$ cat src/rtl/sound_req_queue.sv
// Game-event sound request queue: buffers event codes in a small FIFO and paces
// requests to the sound player. Define SOUND_PRIORITY_EN to let code 7 pre-empt the queue.
module sound_req_queue #(
  parameter int DEPTH         = 4,
  parameter int GAP_CYCLES    = 16,
  parameter int START_TIMEOUT = 8
) (
  input  logic                   clk,
  input  logic                   rstn,
  input  logic                   evt_valid,
  input  logic [2:0]             evt_code,
  input  logic                   player_busy,
  output logic                   play_sound,
  output logic [2:0]             sound_code,
  output logic [$clog2(DEPTH):0] queue_count,
  output logic                   overflow
);

  localparam int AW   = $clog2(DEPTH);
  localparam int CW   = AW + 1;
  localparam int TMAX = (GAP_CYCLES > START_TIMEOUT) ? GAP_CYCLES : START_TIMEOUT;
  localparam int TW   = $clog2(TMAX + 1);
  localparam logic [CW-1:0] FULL_CNT   = CW'(DEPTH);
  localparam logic [TW-1:0] START_LAST = TW'(START_TIMEOUT - 1);
  localparam logic [TW-1:0] GAP_LAST   = TW'(GAP_CYCLES - 1);

  typedef enum logic [2:0] {IDLE, ISSUE, WAIT_START, WAIT_DONE, GAP} state_t;

  state_t          state;
  logic [2:0]      mem [DEPTH];
  logic [AW-1:0]   wr_ptr;
  logic [AW-1:0]   rd_ptr;
  logic [TW-1:0]   tmr;
  logic            prio_pend;
  logic            push_req;
  logic            prio;
  logic            full;
  logic            empty;
  logic            pop;
  logic            push;

  assign push_req = evt_valid && (evt_code != 3'd0);
  assign full     = (queue_count == FULL_CNT);
  assign empty    = (queue_count == '0);

`ifdef SOUND_PRIORITY_EN
  assign prio = evt_valid && (evt_code == 3'd7);
`else
  assign prio = 1'b0;
`endif

  // A priority event flushes the queue, so nothing is popped or pushed that cycle.
  assign pop  = (state == ISSUE) && !prio_pend && !empty && !prio;
  assign push = push_req && !prio && (!full || pop);

  // NOTE: sequential state uses non-blocking assignments so every register sees pre-edge values.
  always_ff @(posedge clk) begin
    if (!rstn) begin
      wr_ptr      <= '0;
      rd_ptr      <= '0;
      queue_count <= '0;
      overflow    <= 1'b0;
    end else if (prio) begin
      wr_ptr      <= '0;
      rd_ptr      <= '0;
      queue_count <= '0;
    end else begin
      if (push) wr_ptr <= wr_ptr + 1'b1;
      if (pop)  rd_ptr <= rd_ptr + 1'b1;
      if (push && !pop)      queue_count <= queue_count + 1'b1;
      else if (pop && !push) queue_count <= queue_count - 1'b1;
      if (push_req && full && !pop) overflow <= 1'b1;
    end
  end

  // NOTE: FIFO storage has no reset; the pointers and count alone define which entries are valid.
  always_ff @(posedge clk) begin
    if (push) mem[wr_ptr] <= evt_code;
  end

  always_ff @(posedge clk) begin
    if (!rstn) begin
      state      <= IDLE;
      tmr        <= '0;
      play_sound <= 1'b0;
      sound_code <= 3'd0;
      prio_pend  <= 1'b0;
    end else begin
      play_sound <= 1'b0;
      if (prio) begin
        state     <= ISSUE;
        prio_pend <= 1'b1;
        tmr       <= '0;
      end else begin
        case (state)
          IDLE: begin
            if (!empty && !player_busy) state <= ISSUE;
          end
          ISSUE: begin
            if (prio_pend || !empty) begin
              play_sound <= 1'b1;
              sound_code <= prio_pend ? 3'd7 : mem[rd_ptr];
              state      <= WAIT_START;
            end else begin
              state <= IDLE;
            end
            prio_pend <= 1'b0;
            tmr       <= '0;
          end
          WAIT_START: begin
            if (player_busy) begin
              state <= WAIT_DONE;
            end else if (tmr == START_LAST) begin
              state <= GAP;
              tmr   <= '0;
            end else begin
              tmr <= tmr + 1'b1;
            end
          end
          WAIT_DONE: begin
            if (!player_busy) begin
              state <= GAP;
              tmr   <= '0;
            end
          end
          GAP: begin
            if (tmr == GAP_LAST) state <= IDLE;
            else                 tmr   <= tmr + 1'b1;
          end
          default: state <= IDLE;
        endcase
      end
    end
  end

endmodule

$ cat config.mk
export PLATFORM = sky130hd
export DESIGN_NAME = sound_req_queue
export DESIGN_NICKNAME = d
export VERILOG_FILES = /design/src/rtl/sound_req_queue.sv
export SDC_FILE = /design/constraint.sdc
export NUM_CORES = 1
export LEC_CHECK = 0
export ABC_AREA = 1
export BUFFER_PORTS_ARGS = -buffer_cell sky130_fd_sc_hd__buf_2
export CAP_MARGIN = 20
export CELL_PAD_IN_SITES_DETAIL_PLACEMENT = 1
export CELL_PAD_IN_SITES_GLOBAL_PLACEMENT = 1
export CORE_ASPECT_RATIO = 0.6
export CORE_MARGIN = 1
export CORE_UTILIZATION = 35
export DETAILED_ROUTE_END_ITERATION = 8
export PLACE_DENSITY = 0.64
export REMOVE_ABC_BUFFERS = 1
export SYNTH_ARGS = -nofsm -noshare
export SYNTH_HDL_FRONTEND = slang
export SYNTH_SLANG_ARGS = --single-unit
$ cat constraint.sdc
create_clock -name clk -period 3 [get_ports clk]
set_input_delay 0.15 -clock clk [delete_from_list [all_inputs] [get_ports clk]]
set_output_delay 0.15 -clock clk [all_outputs]
set_load 0.01 [all_outputs]
==> load_flow_metrics.sql <==
INSERT INTO impl_metrics (metric_group, metric, value, unit) VALUES
('sta', 'fin_crit', '2100', 'ps'),
('cts', 'buffers_inserted_by_post_cts_timing_repair', '0', ''),
('placement', 'quantity_of_i_o_buffers_inserted_on_ports', '14', ''),
('logic_synthesis', 'postSynthCellCount', '200', ''),
('detailed_routing', 'route.detailed.drc', '0', ''),
('die', 'height_of_the_chip', '54.2', 'um'),
('sta', 'setup_failing_eps_final', '0', ''),
('die', 'placement_rows', '18', ''),
('logic_synthesis', 'post_synth.cell_area_avg', '7.93', 'um^2'),
('placement', 'dpl.hpwl', '3120', 'um'),
('detailed_routing', 'detail_route.wirelength', '4010', 'um'),
('worst_setup_path', 'crit_path_category', 'reg2reg', ''),
('placement', 'placed_cells_incl_taps', '272', ''),
('sta', 'skew', '9.73', 'ps'),
('cts', 'ctsRootBufferMaster', 'clkbuf_8', ''),
('worst_setup_path', 'timing.critical_path.required', '3170', 'ps'),
('sta', 'normalized_max_slew_margin', '67.4', '%'),
('worst_setup_path', 'setup.worst_path.end_class', 'register', ''),
('detailed_routing', 'vias', '1342', ''),
('logic_synthesis', 'synth-async-reset-ratio', '0', '%'),
('detailed_routing', 'first_iter_violations', '58', ''),
('cells_and_area', 'layout.cells.most_common_list', 'nor2_1 (38), nand2_1 (35), inv_1 (32)', ''),
('sta', 'rsz_0062_raised_after_global_routing', 'no', ''),
('grt', 'grt_util_all_layers', '19.2', '%'),
('sta', 'fmaxAchievable', '0.477', 'GHz'),
('pwr', 'powerDensity', '876', 'nW/um^2'),
('cells_and_area', 'nFillCells', '540', ''),
('sta', 'hold_viol', '0', ''),
('detailed_routing', 'drt_first_pass_iters', '4', ''),
('sta', 'tightest_slew', '484', 'ps'),
('worst_setup_path', 'cp_slowest_cell', 'fa_1', ''),
('worst_setup_path', 'critical_path.max_fanout', '8', ''),
('cells_and_area', 'ratio_of_cells_with_drive_above_1_in_the_final_layout', '12.7', '%'),
('sta', 'final.period_utilization', '69.9', '%'),
('logic_synthesis', 'synthesis.area', '1590', 'um^2'),
('logic_synthesis', 'yosys.cell_types.count', '23', ''),
('cts', 'cts_tree', 'yes', ''),
('die', 'fp.dieArea', '4820', 'um^2'),
('worst_setup_path', 'path_cells', 'inv_2, nand3_1, inv_1, o21ai_4, inv_1, ha_1, inv_1, fa_1, a21oi_1, o21ai_0, o21ai_0, a21oi_1', ''),
('cells_and_area', 'antenna-diode-count', '0', ''),
('pwr', 'power.static_leakage', '0.845', 'nW'),
('die', 'initial_core_util', '37.5', '%'),
('worst_setup_path', 'cpMostUsedCell', 'inv_1', ''),
('sta', 'hold-worst-slack', '103', 'ps'),
('cts', 'numCtsBuffers', '5', ''),
('cts', 'cts_max_level', '2', ''),
('cells_and_area', 'layout_commonest_cell', 'nor2_1', ''),
('grt', 'grt_pass1_wl', '6520', 'um'),
('cts', 'cts.repair.resized', '0', ''),
('worst_setup_path', 'critical_path_s_largest_stage_delay', '380', 'ps'),
('die', 'placeableCoreArea', '4230', 'um^2'),
('logic_synthesis', 'ys_warn_count', '0', ''),
('logic_synthesis', 'synth_edf_count', '12', ''),
('cts', 'worst_setup_hold_path_clk_slew', '70', 'ps'),
('worst_setup_path', 'reg2reg_slack', '900', 'ps'),
('cells_and_area', 'post_layout_instance_count_excluding_filler_cells', '280', ''),
('cts', 'clock-sinks', '32', ''),
('die', 'die-width', '88.9', 'um'),
('sta', 'finalMaxSlewViolations', '0', ''),
('run', 'max_cap_violations', '0', ''),
('sta', 'final.setup.tns', '0', 'ps'),
('detailed_routing', 'number_of_antenna_violating_nets_in_the_routed_design', '0', ''),
('min_path', 'hp-class', 'in2reg', ''),
('grt', 'grt_start_max_net_pins', '16', ''),
('grt', 'grt_pass1_vias', '1329', ''),
('logic_synthesis', 'synth-main-ff-cell', 'dfxtp_1', ''),
('placement', 'gp_congestion', '0.794', ''),
('worst_setup_path', 'timing.critical_path.arrival', '2270', 'ps'),
('detailed_routing', 'drt-vias-per-instance', '4.79', ''),
('pwr', 'vdd_drop_max', '0.293', 'mV'),
('worst_setup_path', 'cp-start-kind', 'register', ''),
('detailed_routing', 'routed_wire_length_per_instance', '14.3', 'um'),
('grt', 'grt_antenna_before_repair', '0', ''),
('run_status', 'outcome', 'finished clean', ''),
('grt', 'grt-ovfl-total', '0', ''),
('cts', 'cts-root-to-sink-buffers', '2', ''),
('cts', 'clock_latency', '290', 'ps'),
('cells_and_area', 'final_net_count', '234', ''),
('die', 'ioPinCount', '15', ''),
('cells_and_area', 'flow.area_growth_from_synthesis', '16.3', '%'),
('pwr', 'p_total', '0.00162', 'W'),
('logic_synthesis', 'ys_ff_latch', '32', ''),
('cts', 'hold_fix_buffers_cts', '0', ''),
('logic_synthesis', 'synth-seq-area-share', '47.9', '%');
cell type report:
type,instances,area [um^2],share of cell area (%)
inverter,33,124,6.71
multi-input combinational,133,689,37.4
timing repair buffer,14,70.1,3.80
tap,60,75.1,4.07
clock buffer,7,96.3,5.22
sequential,32,761,41.2
clock inverter,1,30.0,1.63
report_power, final:
part	switching [W]	leakage (nW)	internal, W
Sequential	0.0000763	0.273	0.000534
Clock	0.000165	0.0645	0.000293
Combinational	0.000364	0.507	0.000185
Total	0.000605	0.845	0.00101
flip-flops by register name, indices dropped and copies added (netlist names):
register     cells
rd_ptr           2
state            3
play_sound       1
tmr              5
mem             12
overflow         1
queue_count      3
wr_ptr           2
sound_code       3
Yosys cell counts (2+ instances only):
cell | count | area (um^2)
nor2_1 | 38 | 143
nand2_1 | 35 | 131
inv_1 | 32 | 120
o21ai_0 | 21 | 105
dfxtp_1 | 20 | 400
edfxtp_1 | 12 | 360
a21oi_1 | 10 | 50.1
ha_1 | 7 | 87.6
nand3_1 | 7 | 35.0
o22ai_1 | 3 | 18.8
nand4_1 | 2 | 12.5
xor2_1 | 2 | 17.5
cells by family (layout without fill, tap and decap cells):
group / count (synthesis) / in the layout / share of synthesized area, %
xor gates and xnor gates: 2 / 2 / 1.10
and+or+nand+nor: 85 / 85 / 21.6
AOI/OAI and AO/OA: 38 / 38 / 14.0
buffers and inverters: 35 / 55 / 8.60
adders and majority gates: 8 / 8 / 6.78
DFF: 32 / 32 / 47.9
layer usage:
metal	GRT usage, %	up-vias	part of all wire (%)	wire length [um]
li1	-	679	-	-
met1	28.1	631	55	2210
met2	27.4	27	39	1580
met3	4.75	5	4.4	177
met4	6.18	0	0.92	37
met5	0	-	0	0
worst paths after layout:
path,startpoint,end,depth (start not counted)
worst max register to register,state[2]$_SDFFE_PN0P_,queue_count[2]$_SDFFE_PN0P_,12
worst min register to register,tmr[2]$_SDFFE_PN0P_,tmr[2]$_SDFFE_PN0P_,2
worst max-delay path,state[2]$_SDFFE_PN0P_,queue_count[2]$_SDFFE_PN0P_,12
worst min-delay path,evt_code[1],mem[2][1]$_DFFE_PP_,1
critical path: cells and delay by family (launching register included):
family,cells,cell delay (ps)
AND/OR/NAND/NOR,1,90
adder cells (fa/ha/maj),2,520
buffers and inverters,4,430
flip-flops,1,370
AO/OA/AOI/OAI,5,570
stage by stage:
step	setup slack, ps	utilization, %	cell area [um^2]
detailed placement	918	40.6	1720
floorplan	1120	-	1570
global route	696	43.6	1850
global placement	988	40.6	1720
CTS	890	43.6	1850
finish	902	43.6	1850
Power figures use the tool's default switching activity.
